==> src/rtl/score_display_pkg.sv <==
`default_nettype none
// ------------------------------------------------------------------
// score_display_pkg : shared segment patterns, FSM states, limits
// Rev 1.0
// ------------------------------------------------------------------
package score_display_pkg;

  // Active-low patterns, bit0=a .. bit6=g
  localparam logic [6:0] c_seg_0     = 7'b1000000;
  localparam logic [6:0] c_seg_1     = 7'b1111001;
  localparam logic [6:0] c_seg_2     = 7'b0100100;
  localparam logic [6:0] c_seg_3     = 7'b0110000;
  localparam logic [6:0] c_seg_4     = 7'b0011001;
  localparam logic [6:0] c_seg_5     = 7'b0010010;
  localparam logic [6:0] c_seg_6     = 7'b0000010;
  localparam logic [6:0] c_seg_7     = 7'b1111000;
  localparam logic [6:0] c_seg_8     = 7'b0000000;
  localparam logic [6:0] c_seg_9     = 7'b0010000;
  localparam logic [6:0] c_seg_blank = 7'b1111111;

  typedef enum logic [1:0] {
    ST_IDLE   = 2'd0,
    ST_CONV   = 2'd1,
    ST_COMMIT = 2'd2
  } state_t;

  function automatic logic [63:0] pow10_minus1(input int n);
    logic [63:0] p;
    p = 64'd1;
    for (int i = 0; i < n; i++) p = p * 64'd10;
    return p - 64'd1;
  endfunction

endpackage
`default_nettype wire

==> src/rtl/bcd_seg7_decode.sv <==
`default_nettype none
// ------------------------------------------------------------------
// bcd_seg7_decode : BCD nibble to active-low seven-segment pattern
// Rev 1.0
// ------------------------------------------------------------------
module bcd_seg7_decode
  import score_display_pkg::*;
(
  input  logic [3:0] i_nibble,
  output logic [6:0] o_seg
);

  always_comb begin
    o_seg = c_seg_blank;
    case (i_nibble)
      4'd0: o_seg = c_seg_0;
      4'd1: o_seg = c_seg_1;
      4'd2: o_seg = c_seg_2;
      4'd3: o_seg = c_seg_3;
      4'd4: o_seg = c_seg_4;
      4'd5: o_seg = c_seg_5;
      4'd6: o_seg = c_seg_6;
      4'd7: o_seg = c_seg_7;
      4'd8: o_seg = c_seg_8;
      4'd9: o_seg = c_seg_9;
      default: o_seg = c_seg_blank;
    endcase
  end

endmodule
`default_nettype wire

==> src/rtl/score_display_scan.sv <==
`default_nettype none
// ------------------------------------------------------------------
// score_display_scan : binary score -> double-dabble BCD -> scanned
//                      multi-digit seven-segment display
// Rev 1.0
// ------------------------------------------------------------------
module score_display_scan
  import score_display_pkg::*;
#(
  parameter int NUM_DIGITS   = 4,
  parameter int BIN_WIDTH    = 16,
  parameter int DWELL_CYCLES = 4,
  parameter int BLINK_CYCLES = 256
)(
  input  logic                  slw_clk,
  input  logic                  rst,
  input  logic [BIN_WIDTH-1:0]  score,
  input  logic                  score_valid,
  output logic                  score_ready,
  input  logic                  blank_lz,
  input  logic                  blink_en,
  output logic                  ovf,
  output logic [NUM_DIGITS-1:0] an_cntrl,
  output logic [6:0]            seg_cntrl
);

  localparam int c_bcd_w   = 4 * NUM_DIGITS;
  localparam int c_cnt_w   = $clog2(BIN_WIDTH + 1);
  localparam int c_dwell_w = $clog2(DWELL_CYCLES + 1);
  localparam int c_idx_w   = $clog2(NUM_DIGITS + 1);
  localparam int c_blink_w = $clog2(BLINK_CYCLES + 1);
  localparam logic [63:0]        c_ovf_limit = pow10_minus1(NUM_DIGITS);
  localparam logic [c_bcd_w-1:0] c_all_nines = {NUM_DIGITS{4'h9}};

  state_t               r_state;
  logic                 r_ready;
  logic                 r_ovf;
  logic                 r_ovf_pend;
  logic [BIN_WIDTH-1:0] r_shift;
  logic [c_bcd_w-1:0]   r_bcd;
  logic [c_bcd_w-1:0]   r_buf;
  logic [c_cnt_w-1:0]   r_cnt;
  logic [c_bcd_w-1:0]   w_bcd_adj;

  logic [c_dwell_w-1:0] r_dwell;
  logic [c_idx_w-1:0]   r_idx;
  logic [c_blink_w-1:0] r_blink_cnt;
  logic                 r_blink_on;

  logic [NUM_DIGITS-1:0] w_lz;
  logic [NUM_DIGITS-1:0] w_an_sel;
  logic [3:0]            w_nib;
  logic                  w_blanked;
  logic [6:0]            w_seg;

  assign score_ready = r_ready;
  assign ovf         = r_ovf;

  always_comb begin
    w_bcd_adj = r_bcd;
    for (int i = 0; i < NUM_DIGITS; i++) begin
      if (r_bcd[4*i +: 4] >= 4'd5) w_bcd_adj[4*i +: 4] = r_bcd[4*i +: 4] + 4'd3;
    end
  end

  always_ff @(posedge slw_clk or posedge rst) begin
    if (rst) begin
      r_state    <= ST_IDLE;
      r_ready    <= 1'b1;
      r_ovf      <= 1'b0;
      r_ovf_pend <= 1'b0;
      r_shift    <= '0;
      r_bcd      <= '0;
      r_buf      <= '0;
      r_cnt      <= '0;
    end else begin
      case (r_state)
        ST_IDLE: begin
          if (score_valid && r_ready) begin
            r_shift    <= score;
            r_bcd      <= '0;
            r_cnt      <= '0;
            r_ovf_pend <= (64'(score) > c_ovf_limit);
            r_ready    <= 1'b0;
            r_state    <= ST_CONV;
          end
        end
        ST_CONV: begin
          // Top bit of the adjusted value is shifted out; overflowed scores saturate at commit.
          r_bcd   <= (w_bcd_adj << 1) | c_bcd_w'(r_shift[BIN_WIDTH-1]);
          r_shift <= r_shift << 1;
          r_cnt   <= r_cnt + 1'b1;
          if (r_cnt == c_cnt_w'(BIN_WIDTH - 1)) r_state <= ST_COMMIT;
        end
        ST_COMMIT: begin
          r_buf   <= r_ovf_pend ? c_all_nines : r_bcd;
          r_ovf   <= r_ovf_pend;
          r_ready <= 1'b1;
          r_state <= ST_IDLE;
        end
        default: begin
          r_ready <= 1'b1;
          r_state <= ST_IDLE;
        end
      endcase
    end
  end

  always_ff @(posedge slw_clk or posedge rst) begin
    if (rst) begin
      r_dwell     <= '0;
      r_idx       <= '0;
      r_blink_cnt <= '0;
      r_blink_on  <= 1'b1;
    end else begin
      if (r_dwell == c_dwell_w'(DWELL_CYCLES - 1)) begin
        r_dwell <= '0;
        r_idx   <= (r_idx == c_idx_w'(NUM_DIGITS - 1)) ? '0 : r_idx + 1'b1;
      end else begin
        r_dwell <= r_dwell + 1'b1;
      end
      if (r_blink_cnt == c_blink_w'(BLINK_CYCLES - 1)) begin
        r_blink_cnt <= '0;
        r_blink_on  <= ~r_blink_on;
      end else begin
        r_blink_cnt <= r_blink_cnt + 1'b1;
      end
    end
  end

  // w_lz[i] is set when digit i and every digit above it are zero
  always_comb begin
    logic v_zero;
    v_zero = 1'b1;
    w_lz   = '0;
    for (int i = NUM_DIGITS - 1; i >= 0; i--) begin
      v_zero = v_zero & (r_buf[4*i +: 4] == 4'd0);
      w_lz[i] = v_zero;
    end
  end

  always_comb begin
    w_nib     = '0;
    w_blanked = 1'b0;
    w_an_sel  = '1;
    for (int i = 0; i < NUM_DIGITS; i++) begin
      if (r_idx == c_idx_w'(i)) begin
        w_nib       = r_buf[4*i +: 4];
        w_blanked   = blank_lz && (i != 0) && w_lz[i];
        w_an_sel[i] = 1'b0;
      end
    end
  end

  bcd_seg7_decode u_dec (
    .i_nibble (w_nib),
    .o_seg    (w_seg)
  );

  assign an_cntrl  = (w_blanked || (blink_en && !r_blink_on)) ? '1 : w_an_sel;
  assign seg_cntrl = w_blanked ? c_seg_blank : w_seg;

endmodule
`default_nettype wire

==> config.mk <==
export PLATFORM = sky130hd
export DESIGN_NAME = score_display_scan
export DESIGN_NICKNAME = d
export VERILOG_FILES = /design/src/rtl/score_display_pkg.sv /design/src/rtl/bcd_seg7_decode.sv /design/src/rtl/score_display_scan.sv
export SDC_FILE = /design/constraint.sdc
export NUM_CORES = 1
export LEC_CHECK = 0
export ABC_AREA = 1
export CORE_ASPECT_RATIO = 1.75
export CORE_MARGIN = 8
export CORE_UTILIZATION = 30
export CTS_CLUSTER_SIZE = 10
export DETAILED_ROUTE_END_ITERATION = 6
export SYNTH_ARGS = -nofsm -noshare
export SYNTH_HDL_FRONTEND = slang
export SYNTH_SLANG_ARGS = --single-unit
==> constraint.sdc <==
create_clock -name slw_clk -period 4.9 [get_ports slw_clk]
set_clock_uncertainty 0.15 [all_clocks]
set_input_delay 0.49 -clock slw_clk [delete_from_list [all_inputs] [get_ports slw_clk]]
set_output_delay 0.49 -clock slw_clk [all_outputs]
set_load 0.01 [all_outputs]
==> results.txt <==
DR vias/cell: 4.65
P_sw: 0.000991 W
DRC: 0
Worst Path Class, Setup: flip-flop to output pin
Critical Path RT: 4.26 ns
Final period util: 70.5%
IO buf count: 33
Arrival time worst endpoint: 2.81 ns
Total Routing Usage GR: 10.5%
Max FO, Critical Path: 4
GRT Residual Overflow: 0
CTS root buffer: clkbuf_16
Share of cells above drive strength 1: 8.76%
RSZ-0062 raised after global routing: no
Rows: 54
Routed WL per cell: 12.6 µm
Number of synthesized flops with an enable pin: 0
IO Pins: 34
ANT cells: 0
Dpl hpwl: 6100 µm
VDD IR-drop max: 0.000364 V
Latest clock arrival within the worst-skew pair: 0.33 ns
Routed Antenna Nets: 0
Overall Power: 0.00268 W
Highest clock rate: 290 MHz
Leak Pwr: 2.23 nW
Startpoint Class: flip-flop
Max transition margin: 31.6%
Number of buffers created by CTS: 9
Fin nets: 524
Total wire length: 8290 µm
CTS clk-pin slew, worst paths: 0.06 ns
H-Tree Depth: 3
Largest net degree at the start of global routing: 50
Vias in the first global route: 3,127
Seq/Total Area, Yosys: 48.6%
Worst Setup End Kind: output pin
Max-Cap Viols: 0
Setup TNS Final: 0 ns
Max Slew Vio Count: 0
Initial DRC Count: 222
Routability cong.: 0.893
Worst-case clock buffer depth: 2
Min cycle time layout: 3.45 ns
Fin. Hold Viols: 0
Die Y: 165 µm
Run status: complete, no violations
Ys Warns: 0
DR pass1 iterations: 4
CTS tree: yes
Die ar.: 16,700 µm²
Setup WS pre-CTS: 1.78 ns
Int Pwr: 0.00169 W
Synth cell types: 34
CTS resizes: 0
Initial antenna violation count: 0
Post-Syn Area: 3810 µm²
Final setup margin: 1.45 ns
Syn Area/Cell: 8.47 µm²
CTS sink count: 74
Combinational Power Share: 39.4%
FFs w/ async S/R, synth: 100%
Syn Inst Count: 450
Most common flop cell mapped by yosys: dfrtp_1
Initial Utilization: 30.7%
Sw Ratio: 37.0%
Power per cell area: 578 nW/µm²
First-pass GRT wire length: 14,000 µm
Clk pwr share: 25.9%
Core area: 12,400 µm²
Area Growth Syn to Fin: 21.4%
Worst Hold Class: flip-flop to flip-flop
Die width: 101 µm
Sequential power share: 34.8%
Post-Synthesis Net Count: 488
Via count: 3,063
CTS Hold Bufs: 0
Post-CTS Setup Repair Bufs: 0
Final Setup Violations: 0
Synthesized flop and latch total: 74
Worst Tran Pin Value: 1.03 ns
[per-stage QoR]
stage | utilization [%] | cells | hold slack [ns] | instance area [µm²]
after floorplan | - | 450 | 0.260 | 3810
after global placement | 34.7 | 643 | 0.269 | 4320
after detailed placement | 34.7 | 643 | 0.281 | 4320
after CTS | 37.2 | 659 | 0.288 | 4630
after global routing | 37.2 | 659 | 0.310 | 4630
final | 37.2 | 659 | 0.284 | 4630
[synth_stat cells (3+ instances only)]
| master | instances | share of area, % |
|---|---|---|
| o21ai_1 | 11 | 1.4 |
| nand2_4 | 3 | 0.89 |
| nand2_1 | 62 | 6.1 |
| dfrtp_1 | 72 | 47 |
| inv_2 | 8 | 0.79 |
| nor2_4 | 5 | 1.5 |
| a22oi_1 | 6 | 1.2 |
| o22ai_1 | 28 | 4.6 |
| nor2_1 | 63 | 6.2 |
| ha_1 | 17 | 5.6 |
| o21ai_0 | 21 | 2.8 |
| clkbuf_1 | 4 | 0.39 |
| inv_1 | 69 | 6.8 |
| xor2_1 | 6 | 1.4 |
| nand2_2 | 3 | 0.49 |
| a21oi_1 | 15 | 2.0 |
| nor3_1 | 4 | 0.52 |
| nand3_1 | 28 | 3.7 |
| buf_2 | 3 | 0.39 |
[placed cells by master, fill, tap and decap left out, drive strengths merged, types with 2 or more instances in the layout]
| cell type | netlist | final |
|---|---|---|
| o32ai | 2 | 2 |
| nand2 | 68 | 68 |
| ha | 17 | 17 |
| inv | 77 | 77 |
| a22oi | 6 | 6 |
| o21ai | 32 | 32 |
| clkbuf | 4 | 11 |
| nor3 | 4 | 4 |
| and3 | 2 | 2 |
| o22ai | 28 | 28 |
| dfrtp | 72 | 72 |
| dfstp | 2 | 2 |
| a21oi | 17 | 17 |
| a22o | 2 | 2 |
| clkinv | 2 | 5 |
| xor2 | 6 | 6 |
| nand4 | 3 | 3 |
| nand3 | 28 | 28 |
| nor2 | 69 | 69 |
| clkdlybuf4s50 | 0 | 33 |
| bufinv | 0 | 2 |
[power groups by stage]
stage | combinational (W) | sequential [W] | clock (W)
floorplan | 0.000770 | 0.000911 | 0
global placement | 0.00103 | 0.000931 | 0
detailed placement | 0.00106 | 0.000939 | 0
CTS | 0.00107 | 0.000930 | 0.000706
global route | 0.00120 | 0.000954 | 0.000728
finish | 0.00105 | 0.000931 | 0.000692
[state kept, by name, summed over array words and instances, names as in the netlist]
name / cells
r_bcd: 16
r_buf: 16
r_shift: 16
r_blink_cnt: 9
r_cnt: 5
r_dwell: 3
r_idx: 3
r_state: 2
ovf: 1
r_blink_on: 1
r_ovf_pend: 1
score_ready: 1
[layout make-up]
cell class | count | area (µm²)
fill | 1309 | 7800
timing repair buffer | 34 | 338
clock buffer | 11 | 233
sequential | 74 | 1850
inverter | 79 | 297
multi-input combinational | 288 | 1620
tap | 168 | 210
clock inverter | 5 | 78.8
[critical path, cell delays in order, from the launching register on]
cell and delay, ns:
dfrtp_1 0.40, inv_1 0.12, ha_1 0.23, inv_1 0.07, nor2_1 0.20, nand2_1 0.08
nand2_1 0.07, inv_2 0.05, nand2_4 0.06, nand2_4 0.07, ha_1 0.32, inv_1 0.06
nand2_1 0.05, nand2_1 0.07, nand2_1 0.05, nand2_1 0.06, clkdlybuf4s50_1 0.53
[worst paths after layout]
check / from / end / slack (ns) / depth (start not counted)
min in group asynchronous: rst / r_cnt[2] / 0.58 / 2
hold / removal: r_dwell[0] / r_dwell[0] / 0.28 / 1
setup reg to reg: r_state[0] / r_bcd[8] / 2.59 / 6
setup / recovery: r_idx[0] / seg_cntrl[3] / 1.45 / 16
max in group asynchronous: rst / score_ready / 3.05 / 3
hold reg to reg: r_dwell[0] / r_dwell[0] / 0.28 / 1
[kinds of logic (layout without fill, tap and decap cells)]
group / after synthesis / count (layout) / synth area share [%]
adders and majority gates: 17 / 17 / 5.58
AOI/OAI and AO/OA: 88 / 88 / 13.8
buffers and inverters: 88 / 129 / 8.96
and+or+nand+nor: 176 / 176 / 21.4
xor gates and xnor gates: 7 / 7 / 1.61
DFF: 74 / 74 / 48.6
[per-layer routing]
| metal | wire (µm) | up-vias | track usage, % |
|---|---|---|---|
| li1 | - | 1534 | - |
| met4 | 257 | 0 | 5.39 |
| met3 | 335 | 23 | 2.69 |
| met5 | 0 | - | 0 |
| met1 | 3490 | 1434 | 11.1 |
| met2 | 4200 | 72 | 18.7 |
Power figures use the tool's default switching activity.
